$ cat config.mk
export PLATFORM = sky130hd
export DESIGN_NAME = lsu
export DESIGN_NICKNAME = d
export VERILOG_FILES = /design/src/rtl/lsu_pkg.sv /design/src/rtl/lsu_align.sv /design/src/rtl/lsu.sv
export SDC_FILE = /design/constraint.sdc
export NUM_CORES = 1
export LEC_CHECK = 0
export ABC_AREA = 1
export BUFFER_PORTS_ARGS = -buffer_cell sky130_fd_sc_hd__buf_4
export CAP_MARGIN = 30
export CELL_PAD_IN_SITES_DETAIL_PLACEMENT = 0
export CELL_PAD_IN_SITES_GLOBAL_PLACEMENT = 1
export CORE_ASPECT_RATIO = 1.4
export CORE_MARGIN = 3
export CORE_UTILIZATION = 29
export CTS_BUF_LIST = sky130_fd_sc_hd__clkbuf_2
export CTS_CLUSTER_SIZE = 12
export DETAILED_ROUTE_END_ITERATION = 10
export GPL_ROUTABILITY_DRIVEN = 0
export PLACE_DENSITY_LB_ADDON = 0.1
export SLEW_MARGIN = 20
export SYNTH_ARGS = -nofsm -noshare
export SYNTH_HDL_FRONTEND = slang
export SYNTH_SLANG_ARGS = --single-unit
$ cat constraint.sdc
create_clock -name clk_i -period 2.1 [get_ports clk_i]
set_input_delay 0.63 -clock clk_i [delete_from_list [all_inputs] [get_ports clk_i]]
set_output_delay 0.63 -clock clk_i [all_outputs]
set_load 0.02 [all_outputs]
$ cat src/rtl/lsu_pkg.sv
// lsu_pkg: size encodings, FSM states and default data-memory window for the load/store unit
package lsu_pkg;

    typedef enum logic [1:0] {
        SZ_BYTE = 2'b00,
        SZ_HALF = 2'b01,
        SZ_WORD = 2'b10,
        SZ_RSVD = 2'b11
    } size_e;

    typedef enum logic [2:0] {
        IDLE,
        LOAD,
        STORE,
        RMW_RD,
        RMW_WR,
        RESP
    } state_e;

    localparam logic [31:0] DM_BASE_DEF = 32'h6600_0000;
    localparam logic [31:0] DM_LAST_DEF = 32'h6600_00FC;

endpackage

$ cat src/rtl/lsu_align.sv
// lsu_align: little-endian lane extract with sign/zero extension for loads, lane merge for sub-word stores
module lsu_align
    import lsu_pkg::*;
(
    input  logic [31:0] rd,
    input  logic [31:0] wdata,
    input  logic [1:0]  lane,
    input  size_e       size,
    input  logic        uns,
    output logic [31:0] ld_data,
    output logic [31:0] st_data
);

    logic [7:0]  b;
    logic [15:0] h;
    logic [31:0] mask;
    logic [31:0] ins;

    assign b       = rd[{lane, 3'b000} +: 8];
    assign h       = rd[{lane[1], 4'b0000} +: 16];
    assign ld_data = size == SZ_BYTE ? {{24{b[7] & ~uns}}, b} :
                     size == SZ_HALF ? {{16{h[15] & ~uns}}, h} : rd;

    // replicate the store data across all lanes, then keep only the target lane
    assign mask    = size == SZ_BYTE ? 32'h0000_00FF << {lane, 3'b000} :
                     size == SZ_HALF ? 32'h0000_FFFF << {lane[1], 4'b0000} : '1;
    assign ins     = size == SZ_BYTE ? {4{wdata[7:0]}} :
                     size == SZ_HALF ? {2{wdata[15:0]}} : wdata;
    assign st_data = (rd & ~mask) | (ins & mask);

endmodule

$ cat src/rtl/lsu.sv
// lsu: word-only data-memory initiator with RMW sub-word stores; LSU_RANGE_CHECK_EN enables the window check
module lsu
    import lsu_pkg::*;
#(
    parameter logic [31:0] DM_BASE = DM_BASE_DEF,
    parameter logic [31:0] DM_LAST = DM_LAST_DEF
) (
    input  logic        clk_i,
    input  logic        rst_i,
    input  logic        req_valid_i,
    output logic        req_ready_o,
    input  logic        req_we_i,
    input  logic [1:0]  req_size_i,
    input  logic        req_unsigned_i,
    input  logic [31:0] req_addr_i,
    input  logic [31:0] req_wdata_i,
    output logic        resp_valid_o,
    input  logic        resp_ready_i,
    output logic [31:0] resp_rdata_o,
    output logic        resp_err_o,
    output logic [31:0] dm_addr_o,
    output logic [31:0] dm_wd_o,
    output logic        dm_we_o,
    input  logic [31:0] dm_rd_i
);

`ifdef LSU_RANGE_CHECK_EN
    localparam bit RANGE_EN = 1'b1;
`else
    localparam bit RANGE_EN = 1'b0;
`endif

    state_e      state_q, state_d;
    size_e       size_q;
    logic [1:0]  lane_q;
    logic        uns_q;
    logic [31:0] rdata_q;
    logic        err_q;
    logic [31:0] dm_addr_q;
    logic [31:0] dm_wd_q;
    logic [31:0] word_addr;
    logic        bad_align;
    logic        out_win;
    logic        req_err;
    logic        accept;
    logic [31:0] ld_data;
    logic [31:0] st_data;

    assign word_addr = {req_addr_i[31:2], 2'b00};
    assign bad_align = req_size_i == SZ_RSVD ||
                       (req_size_i == SZ_HALF && req_addr_i[0]) ||
                       (req_size_i == SZ_WORD && |req_addr_i[1:0]);
    assign out_win   = word_addr < DM_BASE || word_addr > DM_LAST;
    assign req_err   = bad_align || (RANGE_EN && out_win);
    assign accept    = state_q == IDLE && req_valid_i;

    always_ff @(posedge clk_i) begin
        if (rst_i) state_q <= IDLE;
        else       state_q <= state_d;
    end

    always_comb begin
        state_d = state_q;
        case (state_q)
            IDLE:          if (req_valid_i)
                               state_d = req_err                 ? RESP  :
                                         !req_we_i               ? LOAD  :
                                         req_size_i == SZ_WORD   ? STORE : RMW_RD;
            LOAD, STORE:   state_d = RESP;
            RMW_RD:        state_d = RMW_WR;
            RMW_WR:        state_d = RESP;
            RESP:          if (resp_ready_i) state_d = IDLE;
            default:       state_d = IDLE;
        endcase
    end

    // the DM address only moves for accesses that will really touch memory
    always_ff @(posedge clk_i) begin
        if (rst_i) begin
            size_q    <= SZ_BYTE;
            lane_q    <= '0;
            uns_q     <= 1'b0;
            rdata_q   <= '0;
            err_q     <= 1'b0;
            dm_addr_q <= '0;
            dm_wd_q   <= '0;
        end else begin
            if (accept) begin
                size_q  <= size_e'(req_size_i);
                lane_q  <= req_addr_i[1:0];
                uns_q   <= req_unsigned_i;
                rdata_q <= '0;
                err_q   <= req_err;
                if (!req_err) dm_addr_q <= word_addr;
                if (!req_err && req_we_i) dm_wd_q <= req_wdata_i;
            end
            if (state_q == LOAD) rdata_q <= ld_data;
            if (state_q == RMW_RD) dm_wd_q <= st_data;
        end
    end

    lsu_align u_align (
        .rd      (dm_rd_i),
        .wdata   (dm_wd_q),
        .lane    (lane_q),
        .size    (size_q),
        .uns     (uns_q),
        .ld_data (ld_data),
        .st_data (st_data)
    );

    assign req_ready_o  = state_q == IDLE;
    assign resp_valid_o = state_q == RESP;
    assign resp_rdata_o = rdata_q;
    assign resp_err_o   = err_q;
    assign dm_addr_o    = dm_addr_q;
    assign dm_wd_o      = dm_wd_q;
    assign dm_we_o      = (state_q == STORE || state_q == RMW_WR) && !rst_i;

endmodule

**After elaboration in Yosys (flattened, before gate mapping)**

Index checks and enable logic that the tools add are counted.

- Output and inout port bits: 100
- Register bits after elaboration: 103
- Logic and storage cells: 68
- Bits of input ports: 104

- Bitwise logic cells: 8
- Shifts and indexed selects: 4
- Multiplexer cells: 17
- Equal/unequal tests: 11
- Reductions and logical operators: 20

Operator list:

| cell | number |
|---|---|
| two-way mux 32 bit | 11 |
| AND 32 bit | 2 |
| NOT 32 bit | 1 |
| bitwise OR 32 bit | 1 |
| indexed part select 32 x 6 -> 16 bit | 1 |
| indexed part select 32 x 6 -> 8 bit | 1 |
| << shifter 16 x 5 -> 32 bit (first input constant) | 1 |
| << shifter 8 x 5 -> 32 bit (first input constant) | 1 |
| one-hot mux 3 bit (4 select lines) | 1 |
| two-way mux 3 bit | 3 |
| equality test 3 x 2 -> 1 bit (second input constant) | 2 |
| equality test 3 bit (second input constant) | 2 |
| AND reduction 2 bit | 3 |
| nonzero test 2 bit | 3 |
| logical AND 1 bit | 5 |
| equality test 2 x 1 -> 1 bit (second input constant) | 2 |
| equality test 2 bit (second input constant) | 2 |
| equality test 3 x 1 -> 1 bit (second input constant) | 1 |
| logical NOT 3 bit | 1 |
| logical OR 1 bit | 3 |
| OR reduction 3 bit | 1 |
| AND 1 bit | 2 |
| logical NOT 1 bit | 2 |
| logical NOT 2 bit | 1 |
| other kinds (6) | 7 |

**Longest topological paths before layout**

Gate-level depths: netlist (run 1).

- Depth after elaboration: 9
- Gate-level depth with buffers: 11
- Mapped depth without buffers: 9

**Modules after synthesis**

From an unflattened synthesis (run 1), not the netlist that was laid out.

- Cell total of the unflattened synthesis: 966
- Area, all modules: 5926.9 um^2

By module, submodules not included:

| module | times used | sequential area each (um^2) | cells each | area each (um^2) |
|---|---|---|---|---|
| lsu | 1 | 2062.0 | 586 | 4282.9 |
| lsu_align | 1 | 0.0 | 380 | 1644.1 |

**Least setup slack after synthesis (run 1)**

No wires, ideal clock.

- Path type: input -> output
- From: input rst_i
- To: output dm_we_o
- Path buffers: 2
- Setup slack: 174 ps
- Stages on the path: 3
- Arrival time: 1296 ps
- Required time: 1470 ps
- Path through: clkbuf_1 > clkbuf_1 > nor2_1

- Longest elaborated chain between the ends: 2

Ends and longest elaborated chain:

| element | RTL line | RTL |
|---|---|---|
| start: declaration | lsu.sv:9 | `input logic rst_i,` |
| logical NOT 1 bit | lsu.sv:118 | `assign dm_we_o = (state_q == STORE \|\| state_q == RMW_WR) && !rst_i;` |
| logical AND 1 bit | lsu.sv:118 |  |
| end: declaration | lsu.sv:23 | `output logic dm_we_o,` |

No other way between the ends.

**Final worst setup path (run 1)**

- From: register state_q[2]
- To: output dm_we_o

- Longest elaborated chain between the ends: 3
- Elaborated cells on any way between the ends: 4
- Classes of those cells: eq/ne (2); reduce/logical (2)

Ends and longest elaborated chain:

| element | RTL line | RTL |
|---|---|---|
| start: declaration | lsu.sv:33 | `state_e state_q, state_d;` |
| start signal: assignment | lsu.sv:59 | `else state_q <= state_d;` |
| equality test 3 x 2 -> 1 bit / equality test 3 bit (equally long branches) | lsu.sv:118 |  |
| logical OR 1 bit * | lsu.sv:118 |  |
| logical AND 1 bit * | lsu.sv:118 |  |

Every way passes the cells marked *; elsewhere a longest branch is shown, timed or not.

==> impl_metrics.py, run 1 <==
metrics = {
    "setup_path": {
        "cp.required_ps": 1470,
        "crit_fanout": 5,
        "critPathArrivalTime_ps": 1470,
        "end_kind": "output port",
        "reg2reg_slack_ps": 200,
        "r2r_start": "state_q[1]",
        "max_stage_delay_ps": 450,
        "path_cells": "inv_4 > nand2_2 > nand3_2 > nor2_1 > buf_4",
        "startpoint_type": "flip-flop",
        "r2r_cells": 9,
        "critPathKind": "reg2out",
        "cp_slowest_cell": "dfxtp_4",
    },
    "clock_network": {
        "h-tree-depth": 3,
        "root_buffer": "clkbuf_2",
        "path_clk_slew_ps": 260,
        "cts_hold_buf": 0,
        "clk_latency_ps": 630,
        "clkSinkCount": 103,
        "cts_buffers": 9,
        "clockBufferDepth": 2,
        "cts_tree": "built",
    },
    "timing": {
        "setup_slack_ps": -4.36,
        "whs_ps": 166,
        "period_share_pct": 100,
        "slew_headroom_pct": 65.5,
        "clock.fmax_mhz": 475,
        "clock-skew-final_ps": 18.4,
        "hold_viol": 0,
        "tightest_slew_ps": 516,
        "setup_viol": 1,
        "final_max_slew_viol_count": 0,
        "rsz0062_at_grt": "yes",
        "period_needed_ps": 2100,
        "finalSetupTns_ps": -4.36,
    },
    "grt": {
        "grt_pass1_wl_um": 33000,
        "grt_usage_pct": 20.1,
        "grt_max_degree": 39,
        "grt_pass1_vias": 6178,
        "gr-total-overflow": 0,
        "antenna_found_initial": 1,
    },
    "detailed_routing": {
        "drc": 0,
        "wl_per_cell_um": 15.4,
        "first_pass_iters": 5,
        "first_iter_violations": 356,
        "ant_nets": 0,
        "via_per_inst": 4.56,
        "vias": 6312,
        "drt-total-wl_um": 21400,
    },
    "power": {
        "p_total_mw": 6.05,
        "leakage_nw": 3.95,
        "power.density_nw_per_um2": 789,
        "ir_drop_mv": 0.326,
    },
    "synth": {
        "synth_top_family_by_area": "simple AND/OR/NAND/NOR gates",
        "synth_warnings": 0,
        "synth_seq_area_share_pct": 36.7,
        "synth_area_leaders": "dfxtp_1, nand2_1, nor2_1",
        "yosys.area_share.simple_pct": 41.8,
        "avgSynthCellArea_um2": 5.97,
        "netlist_instances": 942,
        "async_flop_share_pct": 0,
        "ys_types": 27,
        "netlist_area_um2": 5620,
        "synthXorXnorAreaFrac_pct": 0,
        "synthAdderAreaFrac_pct": 0,
        "muxShareOfSynthArea_pct": 0,
        "synthFlopType": "dfxtp_1",
        "synth-compound-area-share_pct": 11.1,
        "synth.most_common_cell": "nand2_1",
        "synth-seq-cells": 103,
        "synth_top_area_share_pct": 36.7,
        "synth_edf_count": 0,
        "synth_commonest_cells": "nand2_1, nor2_1, dfxtp_1",
        "synth_top_area_cell": "dfxtp_1",
    },
    "final_layout": {
        "syn2layout_area_growth_pct": 36.6,
        "fillerInstances": 2167,
        "final_core_util_pct": 40.8,
        "nets": 1240,
        "drive_above_1_share_pct": 24.5,
    },
    "placed_design": {
        "dp_slack_ps": 41.3,
        "portBuffers": 201,
        "dp_hpwl_um": 16400,
    },
    "floorplanning": {
        "die_area_um2": 21100,
        "rows": 59,
        "die_height_um": 171,
        "start_util_pct": 29.9,
        "ioPinCount": 204,
        "die_w_um": 124,
        "core_area_um2": 18800,
    },
    "worst_hold_path": {
        "min-delay-start": "rst_i",
        "worst_hold_path.num_cells": 2,
        "hold_end": "state_q[1]",
        "holdCritPathClass": "in2reg",
    },
    "status": {
        "status": "finished with violations",
        "violations": "setup timing",
    },
    "job": {
        "cap_viol_max_count": 0,
    },
}
## final cells by class
cell class              count  area (um2)  area share [%]
diodes                      2        5.00          0.0652
clock buffers               9        45.0           0.587
clock inverters             4        72.6           0.945
inverters                  91         352            4.58
multi-input cells         699        3030            39.4
flip-flops and latches    103        2070            27.0
well taps                 244         305            3.98
repair buffers            232        1800            23.4
## worst max path at each step
stage	start	to	cells past startpoint
floorplan	rst_i	dm_we_o	3
global placement	req_valid_i	flip-flop	10
detailed placement	req_valid_i	flip-flop	10
CTS	state_q[2]	dm_we_o	5
global route	state_q[2]	dm_we_o	5
finish	state_q[2]	dm_we_o	5
## power by group
group          switching [mW]  leakage (nW)  internal [mW]
sequential              0.172         0.841           2.20
clock                   0.701        0.0718          0.375
combinational            1.61          3.04          0.994
## kinds of logic after synthesis
group / count (synthesis)
flip-flops: 103
AND/OR/NAND/NOR: 575
AO/OA/AOI/OAI: 122
other: 1
buffers and inverters: 141
## through the flow
step | cells | area (um2)
finish | 1384 | 7680
global route | 1383 | 7680
CTS | 1375 | 7580
detailed placement | 1359 | 7410
global placement | 1359 | 7410
floorplan | 943 | 5630
## layer usage
metal,track usage [%],routed length [um],vias up
met5,0,0,-
met4,5.16,335,0
met3,4.50,1390,22
met2,36.0,10900,183
met1,24.0,8690,2784
li1,-,-,3323
## what timing repair did
item                       in CTS  in global routing
buffers inserted                3                  7
gates resized for setup        12                 13
cloned                          0                  0
pin swaps                       3                  4
setup endpoints to repair       3                 25
## critical path, delay by kind of cell, from the launching register on
kind	cells	cell delay, ps
buf+inv	2	190
simple gates	3	210
flops	1	450
## layout by cell type (no fill, tap or decap), types with 2 or more instances in the layout
master,netlist,layout
inv_1,85,81
nor2_4,1,4
buf_12,0,4
nand2_1,292,289
o211ai_1,2,2
clkinv_1,1,2
dfxtp_4,0,2
nand2_2,4,6
buf_6,2,2
o21ai_0,48,48
nor2_2,5,5
dfxtp_1,103,100
inv_2,5,5
diode_2,0,2
inv_4,0,4
nand3_2,4,4
nor2_1,170,167
bufinv_16,0,2
conb_1,1,2
buf_4,5,226
o21ai_1,9,9
a21oi_1,60,60
nand3_1,96,95
clkbuf_2,0,9
Note: power is estimated with default switching activity, not from simulation.
==> inputs of run 2 (changes only) <==
--- a/config.mk
+++ b/config.mk
@@ -10,7 +10,7 @@
 export CAP_MARGIN = 30
 export CELL_PAD_IN_SITES_DETAIL_PLACEMENT = 0
 export CELL_PAD_IN_SITES_GLOBAL_PLACEMENT = 1
-export CORE_ASPECT_RATIO = 1.4
+export CORE_ASPECT_RATIO = 0.75
 export CORE_MARGIN = 3
 export CORE_UTILIZATION = 29
 export CTS_BUF_LIST = sky130_fd_sc_hd__clkbuf_2
@@ -18,7 +18,9 @@
 export DETAILED_ROUTE_END_ITERATION = 10
 export GPL_ROUTABILITY_DRIVEN = 0
 export PLACE_DENSITY_LB_ADDON = 0.1
+export SKIP_LAST_GASP = 1
 export SLEW_MARGIN = 20
 export SYNTH_ARGS = -nofsm -noshare
 export SYNTH_HDL_FRONTEND = slang
 export SYNTH_SLANG_ARGS = --single-unit
+export TNS_END_PERCENT = 5
==> impl_metrics.py, run 2 (synthesized netlist as in run 1, its figures left out) <==
metrics = {
    "floorplanning": {
        "rows": 43,
        "die_area_um2": 21100,
        "start_util_pct": 29.9,
        "core_area_um2": 18800,
        "die_height_um": 127,
        "ioPinCount": 204,
        "die_w_um": 167,
    },
    "detailed_routing": {
        "via_per_inst": 4.57,
        "vias": 6338,
        "first_iter_violations": 461,
        "first_pass_iters": 5,
        "wl_per_cell_um": 15.6,
        "drt-total-wl_um": 21600,
        "drc": 0,
        "ant_nets": 0,
    },
    "setup_path": {
        "critPathKind": "reg2out",
        "r2r_cells": 9,
        "cp-startpoint": "state_q[2]",
        "crit_fanout": 4,
        "r2r_start": "state_q[2]",
        "reg2reg_slack_ps": 150,
        "startpoint_type": "flip-flop",
        "critPathArrivalTime_ps": 1560,
        "crit_end": "dm_we_o",
        "end_kind": "output port",
        "cp.required_ps": 1470,
    },
    "final_layout": {
        "multiInputGateArea_um2": 3010,
        "syn2layout_area_growth_pct": 36.9,
        "fillerInstances": 2087,
        "regArea_um2": 2070,
        "drive_above_1_share_pct": 24.7,
        "final_cell_count_no_fill": 1388,
        "final_common_cell": "nand2_1",
        "diodes": 0,
        "nets": 1240,
        "layout_common_cells": "nand2_1, buf_4, nor2_1, dfxtp_1, nand3_1",
    },
    "worst_hold_path": {
        "holdCritPathClass": "in2reg",
    },
    "grt": {
        "grt_pass1_vias": 6005,
        "antenna_found_initial": 0,
        "gr-total-overflow": 0,
        "grt_pass1_wl_um": 33000,
        "grt_usage_pct": 19.7,
        "grt_max_degree": 39,
    },
    "status": {
        "violations": "setup timing",
        "status": "finished with violations",
    },
    "clock_network": {
        "clkSinkCount": 103,
        "cts_buffers": 9,
        "cts_tree": "built",
        "clockBufferDepth": 2,
        "root_buffer": "clkbuf_2",
        "path_clk_slew_ps": 350,
        "h-tree-depth": 3,
        "cts_hold_buf": 0,
        "clk_latency_ps": 680,
    },
    "placed_design": {
        "dp_cells": 1367,
        "dp_hpwl_um": 16700,
        "portBuffers": 201,
    },
    "timing": {
        "whs_ps": 81.0,
        "clock.fmax_mhz": 457,
        "rsz0062_at_grt": "yes",
        "hold_viol": 0,
        "period_needed_ps": 2190,
        "period_share_pct": 104,
        "slew_headroom_pct": 65.1,
        "setup_viol": 3,
        "final_max_slew_viol_count": 0,
        "setup_slack_ps": -88.9,
        "clock-skew-final_ps": 51.5,
        "tightest_slew_ps": 522,
    },
    "power": {
        "pwr-share-seq_pct": 38.6,
        "leakage_nw": 3.97,
        "internal_power_mw": 3.53,
        "ir_drop_mv": 0.375,
        "pwr-share-comb_pct": 42.7,
        "netSwitchingPower_mw": 2.62,
        "swShare_pct": 42.6,
        "power.density_nw_per_um2": 799,
        "pwr-share-clk_pct": 18.7,
    },
    "job": {
        "cap_viol_max_count": 0,
    },
}
## run 2: cell count changes in the layout (fill, tap and decap cells not counted), sizes merged
cell    previous run  this run
diode              2         0
inv               91        94
bufinv             2         1
clkinv             2         3
## run 2: cell type report
cell class                 instances  share of cell area, %
tap                              247                   4.02
timing repair buffer             232                   23.7
clock inverter                     7                   1.27
clock buffer                       9                  0.585
sequential                       103                   26.9
inverter                          91                   4.50
multi-input combinational        699                   39.1
## run 2: how the worst min path moves through the flow
stage,from,to,cells past startpoint
after floorplan,uns_q,uns_q,2
after global placement,resp_rdata_o[20],resp_rdata_o[20],2
after detailed placement,resp_rdata_o[20],resp_rdata_o[20],2
after CTS,rst_i,state_q[1],2
after global routing,rst_i,state_q[1],2
final,rst_i,state_q[1],2
## run 2: layer usage
layer | track usage (%) | share of wire (%) | vias to the layer above | wire, um
met5 | 0 | 0 | - | 0
met2 | 29.8 | 43 | 180 | 9300
met3 | 4.39 | 6.3 | 12 | 1360
met1 | 29.0 | 50 | 2822 | 10800
met4 | 3.59 | 0.81 | 0 | 175
li1 | - | - | 3324 | -
## run 2: through the flow
step	utilization (%)	total power, mW	cell area [um2]	setup TNS, ps	worst slack [ps]
2_1_floorplan	-	3.92	5630	0	174
3_3_place_gp	39.8	4.97	7480	0	223
3_5_place_dp	39.8	4.96	7480	0	204
4_1_cts	40.8	6.18	7660	-397	-145
5_1_grt	41.0	6.58	7700	-592	-179
6_report	41.0	6.15	7700	-170	-88.9
## run 2: power by group through the flow
| stage | Combinational [mW] | Sequential, mW | Clock, mW |
|---|---|---|---|
| after CTS | 2.60 | 2.37 | 1.22 |
| after floorplan | 1.31 | 2.61 | 0 |
| after detailed placement | 2.56 | 2.40 | 0 |
| final | 2.62 | 2.37 | 1.15 |
| after global routing | 2.91 | 2.41 | 1.27 |
| after global placement | 2.57 | 2.40 | 0 |
## run 2: critical path, stage by stage, from the launching register on
cell and delay (ps):
dfxtp_4 470, inv_4 40, nand2_2 60, nand3_2 70, nor2_2 110, buf_6 130
## run 2: timing repair
action                                  4_1_cts  5_1_grt
gates resized for setup                       9        8
setup buffers                                 3        2
endpoints found under the setup margin        3        9
pin swaps                                     2        2
==> inputs of run 3 (changes only) <==
--- a/config.mk
+++ b/config.mk
@@ -5,7 +5,6 @@
 export SDC_FILE = /design/constraint.sdc
 export NUM_CORES = 1
 export LEC_CHECK = 0
-export ABC_AREA = 1
 export BUFFER_PORTS_ARGS = -buffer_cell sky130_fd_sc_hd__buf_4
 export CAP_MARGIN = 30
 export CELL_PAD_IN_SITES_DETAIL_PLACEMENT = 0
==> impl_metrics.py, run 3 <==
metrics = {
    "status": {
        "status": "completed",
    },
    "setup_path": {
        "r2r_start": "size_q[1]",
        "reg2reg_slack_ps": 70,
        "critPathArrivalTime_ps": 1460,
        "critical_path.top_delay_family": "flip-flops",
        "cp-startpoint": "state_q[2]",
        "startpoint_type": "flip-flop",
        "crit_fanout": 5,
        "r2r_cells": 6,
        "cp.required_ps": 1470,
        "end_kind": "output port",
        "crit_buf_inv": 1,
        "cp_slowest_cell": "dfxtp_4",
        "max_stage_delay_ps": 440,
        "path_cells": "xnor2_2 > nor3_2 > buf_4",
        "reg2reg_to": "resp_rdata_o[10]",
        "critPathKind": "reg2out",
    },
    "timing": {
        "period_needed_ps": 2090,
        "whs_ps": 216,
        "slew_headroom_pct": 48.2,
        "hold_viol": 0,
        "period_share_pct": 99.6,
        "setup_viol": 0,
        "setup_slack_ps": 8.91,
        "final_max_slew_viol_count": 0,
        "clock-skew-final_ps": 41.6,
        "rsz0062_at_grt": "yes",
        "tightest_slew_ps": 777,
        "clock.fmax_mhz": 478,
    },
    "floorplanning": {
        "die_height_um": 117,
        "ioPinCount": 204,
        "rows": 39,
        "die_w_um": 154,
        "die_area_um2": 18000,
        "core_area_um2": 15700,
        "start_util_pct": 30.4,
    },
    "power": {
        "leakage_nw": 2.90,
        "pwr-share-seq_pct": 51.0,
        "netSwitchingPower_mw": 1.40,
        "ir_drop_mv": 0.291,
        "swShare_pct": 32.8,
        "power.density_nw_per_um2": 633,
        "pwr-share-comb_pct": 25.7,
        "internal_power_mw": 2.87,
        "pwr-share-clk_pct": 23.2,
    },
    "detailed_routing": {
        "vias": 5024,
        "first_pass_iters": 5,
        "drt-total-wl_um": 18600,
        "ant_nets": 0,
        "via_per_inst": 5.33,
        "drc": 0,
        "wl_per_cell_um": 19.7,
        "first_iter_violations": 365,
    },
    "clock_network": {
        "clk_latency_ps": 640,
        "clkSinkCount": 103,
        "clockBufferDepth": 2,
        "path_clk_slew_ps": 280,
        "cts_hold_buf": 0,
        "h-tree-depth": 3,
        "cts_tree": "built",
        "cts_buffers": 9,
        "root_buffer": "clkbuf_2",
    },
    "final_layout": {
        "final_common_cell": "buf_4",
        "diodes": 0,
        "nets": 837,
        "final_cell_count_no_fill": 943,
        "layout_common_cells": "buf_4, dfxtp_1, nand2_1, a21oi_1, o21ai_0",
        "drive_above_1_share_pct": 38.9,
        "syn2layout_area_growth_pct": 41.8,
    },
    "synth": {
        "netlist_instances": 530,
        "netlist_area_um2": 4760,
        "synth_seq_area_share_pct": 43.3,
        "ys_types": 46,
        "synth_edf_count": 0,
        "avgSynthCellArea_um2": 8.98,
        "synth-seq-cells": 103,
        "synth_area_leaders": "dfxtp_1, nand2_1, a21oi_1",
        "synth_warnings": 0,
        "synth_commonest_cells": "dfxtp_1, nand2_1, a21oi_1",
        "synth_top_area_share_pct": 43.3,
        "synth_top_area_cell": "dfxtp_1",
        "async_flop_share_pct": 0,
        "synth.most_common_cell": "dfxtp_1",
        "synthFlopType": "dfxtp_1",
    },
    "grt": {
        "grt_max_degree": 39,
        "gr-total-overflow": 0,
        "antenna_found_initial": 0,
        "grt_pass1_wl_um": 27400,
        "grt_pass1_vias": 4732,
        "grt_usage_pct": 19.7,
    },
    "worst_hold_path": {
        "worst_hold_path.num_cells": 3,
        "holdCritPathClass": "in2reg",
        "hold_end": "dm_addr_o[12]",
        "min-delay-start": "req_addr_i[12]",
    },
    "placed_design": {
        "portBuffers": 201,
        "dp_hpwl_um": 14300,
        "dp_cells": 923,
        "dp_slack_ps": -126,
    },
    "job": {
        "cap_viol_max_count": 0,
    },
}
-- run 3: power by group through the flow --
stage	Combinational (mW)	Clock, mW	Sequential (mW)
after floorplan	0.449	0	2.30
after global placement	1.06	0	2.21
after detailed placement	1.07	0	2.22
after CTS	1.09	1.03	2.18
after global routing	1.18	1.10	2.20
final	1.10	0.991	2.18
-- run 3: per-stage QoR --
stage	util, %	TNS [ps]	total power, mW	instance area, um2
floorplan	-	0	2.75	4760
global placement	41.9	-883	3.27	6560
detailed placement	41.9	-1810	3.28	6560
CTS	42.9	-244	4.30	6720
global route	43.1	-577	4.48	6740
finish	43.1	0	4.27	6740
-- run 3: area by class of cell --
cell class / count / area (um2)
Tap cell: 205 / 256
Fill cell: 1587 / 8920
Inverter: 12 / 45.0
Timing Repair Buffer: 236 / 1800
Sequential cell: 103 / 2070
Clock buffer: 9 / 45.0
Clock inverter: 7 / 72.6
Multi-Input combinational cell: 371 / 2450
-- run 3: worst max path at each step --
stage                end  slack (ps)  cells after the start
6_report         dm_we_o           9                      3
5_1_grt          dm_we_o        -100                      3
4_1_cts          dm_we_o        -110                      3
3_5_place_dp   flip-flop        -130                      6
3_3_place_gp   flip-flop         -60                      6
2_1_floorplan    dm_we_o         160                      2
-- run 3: what timing repair did --
action,4_1_cts,5_1_grt
gates resized for setup,9,2
pin swaps,2,1
setup endpoints to repair,3,11
setup buffers,3,2
endpoints found under the hold margin,0,0
-- run 3: metal layers --
metal | track usage [%] | wire length [um] | up-vias
met3 | 5.03 | 1640 | 32
met1 | 28.4 | 8460 | 2348
li1 | - | - | 2378
met2 | 28.9 | 8060 | 266
met5 | 0 | 0 | -
met4 | 6.59 | 435 | 0
-- run 3: kinds of logic (layout without fill, tap and decap cells) --
kind of cell              count (synthesis)  after routing  synth area share (%)
muxes                                    25             25                  7.58
buffers and inverters                    57            264                  5.84
AOI/OAI and AO/OA                       197            197                  29.7
other                                     1              2                0.0788
and+or+nand+nor                         146            146                  13.3
DFF                                     103            103                  43.3
xor gates and xnor gates                  1              1                 0.184
-- run 3: tightest hold or removal path: stages --
cell	delay, ps
buf_4	110
nand2_1	50
a21oi_1	50
